File: src/rtl/dds_ctrl.sv
// dds_ctrl: sequencer for one carrier/code DDS in a tracking channel.
// Owns the DDS increment, enable and synchronous clear, gates accumulation
// to the front-end sample strobe, and takes frequency updates from the loop
// over valid/ready, applying them only on sample boundaries while running.
module dds_ctrl #(
    parameter int                         PHASE_INC_WIDTH = 24,
    parameter logic [PHASE_INC_WIDTH-1:0] INIT_INC        = '0,
    parameter int                         COUNT_WIDTH     = 16
) (
    input  logic                       clk,
    input  logic                       reset,
    input  logic                       start,
    input  logic                       stop,
    input  logic                       sample_strobe,
    input  logic                       upd_valid,
    input  logic [PHASE_INC_WIDTH-1:0] upd_inc,
    output logic                       upd_ready,
    output logic                       dds_enable,
    output logic [PHASE_INC_WIDTH-1:0] dds_inc,
    output logic                       dds_clear,
    output logic                       running,
    output logic                       inc_applied,
    output logic [COUNT_WIDTH-1:0]     update_count
);

    typedef enum logic [1:0] {
        S_IDLE  = 2'd0,
        S_CLEAR = 2'd1,
        S_ARM   = 2'd2,
        S_RUN   = 2'd3
    } state_t;

    state_t                     r_state;
    logic [PHASE_INC_WIDTH-1:0] r_inc;
    logic [PHASE_INC_WIDTH-1:0] r_pend;
    logic                       r_pend_vld;
    logic                       r_clear;
    logic                       r_applied;
    logic [COUNT_WIDTH-1:0]     r_count;
    logic                       w_acc;

    // Only one update is buffered; ready drops while one is pending.
    assign upd_ready    = ~r_pend_vld;
    assign w_acc        = upd_valid & ~r_pend_vld;
    assign dds_enable   = (r_state == S_RUN) & sample_strobe;
    assign running      = (r_state == S_RUN);
    assign dds_inc      = r_inc;
    assign dds_clear    = r_clear;
    assign inc_applied  = r_applied;
    assign update_count = r_count;

    // Channel FSM: state, increment, pending buffer, clear and apply strobes.
    always_ff @(posedge clk or posedge reset) begin
        if (reset) begin
            r_state    <= S_IDLE;
            r_inc      <= INIT_INC;
            r_pend     <= '0;
            r_pend_vld <= 1'b0;
            r_clear    <= 1'b0;
            r_applied  <= 1'b0;
            r_count    <= '0;
        end else begin
            r_clear   <= 1'b0;
            r_applied <= 1'b0;
            unique case (r_state)
                S_IDLE: begin
                    // Not accumulating, so updates land in dds_inc directly.
                    if (w_acc) r_inc <= upd_inc;
                    if (start && !stop) begin
                        r_state <= S_CLEAR;
                        r_clear <= 1'b1;
                    end
                end
                S_CLEAR: begin
                    r_count <= '0;
                    if (w_acc) r_inc <= upd_inc;
                    if (stop) begin
                        r_state <= S_IDLE;
                        // A pending update kept across a restart is applied on stop.
                        if (r_pend_vld) begin
                            r_inc      <= r_pend;
                            r_pend_vld <= 1'b0;
                            r_applied  <= 1'b1;
                            r_count    <= {{(COUNT_WIDTH-1){1'b0}}, 1'b1};
                        end
                    end else begin
                        r_state <= S_ARM;
                    end
                end
                S_ARM: begin
                    if (w_acc) r_inc <= upd_inc;
                    if (stop) begin
                        r_state <= S_IDLE;
                        if (r_pend_vld) begin
                            r_inc      <= r_pend;
                            r_pend_vld <= 1'b0;
                            r_applied  <= 1'b1;
                            r_count    <= r_count + 1'b1;
                        end
                    end else if (start) begin
                        r_state <= S_CLEAR;
                        r_clear <= 1'b1;
                    end else if (sample_strobe) begin
                        // The arming strobe only aligns the channel; it does not accumulate.
                        r_state <= S_RUN;
                    end
                end
                S_RUN: begin
                    if (stop) begin
                        r_state <= S_IDLE;
                        if (r_pend_vld) begin
                            r_inc      <= r_pend;
                            r_pend_vld <= 1'b0;
                            r_applied  <= 1'b1;
                            r_count    <= r_count + 1'b1;
                        end else if (w_acc) begin
                            r_inc <= upd_inc;
                        end
                    end else if (start) begin
                        // Phase restart; any pending update waits for the next RUN strobe.
                        r_state <= S_CLEAR;
                        r_clear <= 1'b1;
                        if (w_acc) begin
                            r_pend     <= upd_inc;
                            r_pend_vld <= 1'b1;
                        end
                    end else if (sample_strobe && r_pend_vld) begin
                        // DDS uses the old increment on this edge; the new one follows.
                        r_inc      <= r_pend;
                        r_pend_vld <= 1'b0;
                        r_applied  <= 1'b1;
                        r_count    <= r_count + 1'b1;
                    end else if (w_acc) begin
                        r_pend     <= upd_inc;
                        r_pend_vld <= 1'b1;
                    end
                end
                default: r_state <= S_IDLE;
            endcase
        end
    end

endmodule

File: config.mk
export PLATFORM = sky130hd
export DESIGN_NAME = dds_ctrl
export DESIGN_NICKNAME = d
export VERILOG_FILES = /design/src/rtl/dds_ctrl.sv
export SDC_FILE = /design/constraint.sdc
export NUM_CORES = 1
export LEC_CHECK = 0
export CAP_MARGIN = 20
export CORE_AREA = 5 5 97 99
export DETAILED_ROUTE_END_ITERATION = 16
export DIE_AREA = 0 0 102 104
export PLACE_DENSITY = 0.7
export SYNTH_ARGS = -nofsm -noshare
export SYNTH_HDL_FRONTEND = slang
export SYNTH_SLANG_ARGS = --single-unit
File: constraint.sdc
create_clock -name clk -period 2.9 [get_ports clk]
set_input_delay 0.87 -clock clk [delete_from_list [all_inputs] [get_ports clk]]
set_output_delay 0.87 -clock clk [all_outputs]
set_load 0.005 [all_outputs]
==> flow_summary.yaml <==
yosys:
  yosysTopAreaCell: "dfrtp_1"
  synthTopCellsByArea: "dfrtp_1, o21ai_0, nand2_1"
  seq_area_frac_synth_pct: 46.8
  synthFlopType: "dfrtp_1"
  yosys.cell_types.count: 48
  yosysWarnings: 0
  synth_top_cell_area_share_pct: 46.8
  synth.net_count: 428
  synth_edf_count: 0
  postSynthAreaPerCell_um2: 9.41
  synth_area_um2: 3690
  synthArstFlopShare_pct: 100
  syn_inst: 392
  ys_ff_latch: 69
power_and_ir_drop:
  p_leak_nw: 2.08
  p_int_w: 0.00297
  vdd_drop_max_mv: 0.451
  power_density_nw_per_um2: 964
  p_switching_w: 0.00173
  power_frac_comb_pct: 46.2
  power_frac_clock_pct: 20.1
  sw_frac_of_total_pct: 36.9
  seq_power_share_pct: 33.8
final_layout:
  area_growth_pct: 32.1
  fin_cells: 589
  drive_gt1_share_pct: 18.1
  nets: 512
  fin_area_um2: 4880
  antenna_cells: 0
grt:
  antenna_found_initial: 0
  grt_pass1_vias: 3398
  grt_use_total_pct: 19.8
  grt_max_degree: 70
  grt_pass1_wl_um: 17000
  gr-total-overflow: 0
sta:
  fmax_ghz: 0.354
  rsz0062_at_grt: "false"
  timing.final.crit_share_pct: 97.4
  fin_skew_ns: 0.0114
  slew_headroom_pct: 46.8
  fin_hold_ws_ns: 0.498
  min_period_ns: 2.83
  slew_viol_final: 0
  tns_ns: 0
  finalHoldViolCount: 0
  tightest_slew_ns: 0.797
  setup_viol: 0
  worst_slack_ns: 0.0741
routing:
  drt_pre_antenna_iters: 4
  wl_per_cell_um: 17.1
  drtAntennaViolNets: 0
  drtIter0Drc: 135
  wirelength_um: 10100
  num_vias: 3392
  viasPerCell: 5.76
  drc: 0
floorplan:
  dieHeight_um: 104
  core_um2: 8470
  initial_utilization_pct: 43.6
  die-area_um2: 10600
  ios: 75
  row_count: 34
  die_w_um: 102
clocking:
  clk_pin_slew_ns: 0.07
  cts_resized: 0
  insertion_delay_ns: 0.34
  cts_buffers: 9
  cts-root-buf: "clkbuf_8"
  clock-sinks: 69
  postCtsSetupBuffers: 0
  cts_buffer_depth: 2
  cts-hold-fix-buffers: 0
  cts_tree: "built"
  htreeDepth: 3
worst_hold_path:
  min-delay-path-class: "register to register"
critical_path:
  path_max_fanout: 2
  critical_path_class: "primary input to primary output"
  worstPathArrival_ns: 1.96
  critical_path_required_ns: 2.03
  start_kind: "primary input"
  worstSetupEndpointType: "primary output"
place:
  gp_congestion: 0.842
  dp_hpwl_um: 6910
  dpl.cell_count: 573
  pre_cts_ws_ns: -0.000814
  io_buffers: 74
  placed_area_um2: 4640
job:
  drv_cap: 0
run_status:
  outcome: "finished clean"
[sequential cells by signal (all words and copies together), names as in the netlist]
signal / cells
dds_inc: 24
r_pend: 24
update_count: 16
r_state: 2
dds_clear: 1
inc_applied: 1
r_pend_vld: 1
[critical path, cell delays in order]
cell and delay [ns]:
clkdlybuf4s50_1 0.47, and2_1 0.12, clkdlybuf4s50_1 0.49
[through the flow]
| stage | total power (W) | utilization, % |
|---|---|---|
| final | 0.00470 | 57.6 |
| after CTS | 0.00473 | 57.6 |
| after global routing | 0.00507 | 57.6 |
| after floorplan | 0.00293 | - |
| after global placement | 0.00368 | 54.8 |
| after detailed placement | 0.00376 | 54.8 |
[cells by family (layout without fill, tap and decap cells)]
kind of cell | Yosys count | after routing | share of synthesized area [%]
fa+ha+maj | 6 | 6 | 2.03
simple gates | 115 | 115 | 13.8
mux | 25 | 25 | 7.70
compound gates | 142 | 142 | 25.3
flops | 69 | 69 | 46.8
buf+inv | 34 | 123 | 4.20
xor+xnor | 1 | 1 | 0.237
[synth_stat cells (all sizes together) (4+ instances only)]
library cell	n
a21oi	38
mux2	24
nor2	23
nand2	65
clkbuf	8
o221a	24
o21ai	58
buf	16
nand4	4
a31oi	6
ha	6
inv	10
nor2b	5
nand3	4
dfrtp	69
[cells in the final DEF, fill, tap and decap left out, drive strengths merged, types with 2 or more instances in the layout]
cell / count
a31oi: 6
a211oi: 3
nand4: 4
ha: 6
clkinv: 4
buf: 23
o211ai: 2
mux2: 24
or2: 3
clkbuf: 9
a21oi: 38
nor2b: 5
and3: 2
nand2: 65
o21ai: 58
inv: 10
clkdlybuf4s50: 74
nor3: 3
a22o: 2
o31ai: 2
dfrtp: 69
bufinv: 3
o221a: 24
nor2: 23
nand3: 4
[layout make-up]
class	count	area, µm²
fillers	742	3590
clock buffers	9	124
repair buffers	97	926
multi-input cells	289	1810
flip-flops and latches	69	1730
clock inverters	7	114
inverters	10	37.5
well taps	108	135
[worst paths after layout]
kind | endpoint | cells past startpoint | from | slack, ns
setup / recovery | dds_enable | 3 | sample_strobe | 0.07
hold / removal | update_count[15]$_DFFE_PP0P_ | 1 | update_count[15]$_DFFE_PP0P_ | 0.50
setup reg to reg | update_count[14]$_DFFE_PP0P_ | 7 | r_state[0]$_DFFE_PP0P_ | 0.45
hold reg to reg | update_count[15]$_DFFE_PP0P_ | 1 | update_count[15]$_DFFE_PP0P_ | 0.50
max in group asynchronous | dds_inc[17]$_DFFE_PP0P_ | 3 | reset | 1.68
min in group asynchronous | dds_inc[12]$_DFFE_PP0P_ | 3 | reset | 0.92
[power groups by stage]
stage                     Combinational [W]  Sequential (W)  Clock, W
after detailed placement            0.00216         0.00160         0
after CTS                           0.00218         0.00158  0.000964
after floorplan                     0.00139         0.00154         0
final                               0.00217         0.00159  0.000944
after global placement              0.00211         0.00157         0
after global routing                0.00243         0.00163   0.00102
[routing by layer]
metal / GRT usage, % / routed length [µm] / vias up / part of all wire [%]
met5: 0 / 0 / - / 0
met4: 5.53 / 134 / 0 / 1.3
met3: 3.76 / 510 / 10 / 5.1
met2: 31.8 / 4960 / 95 / 49
met1: 27.0 / 4460 / 1693 / 44
li1: - / - / 1594 / -
Note: power is estimated with default switching activity, not from simulation.
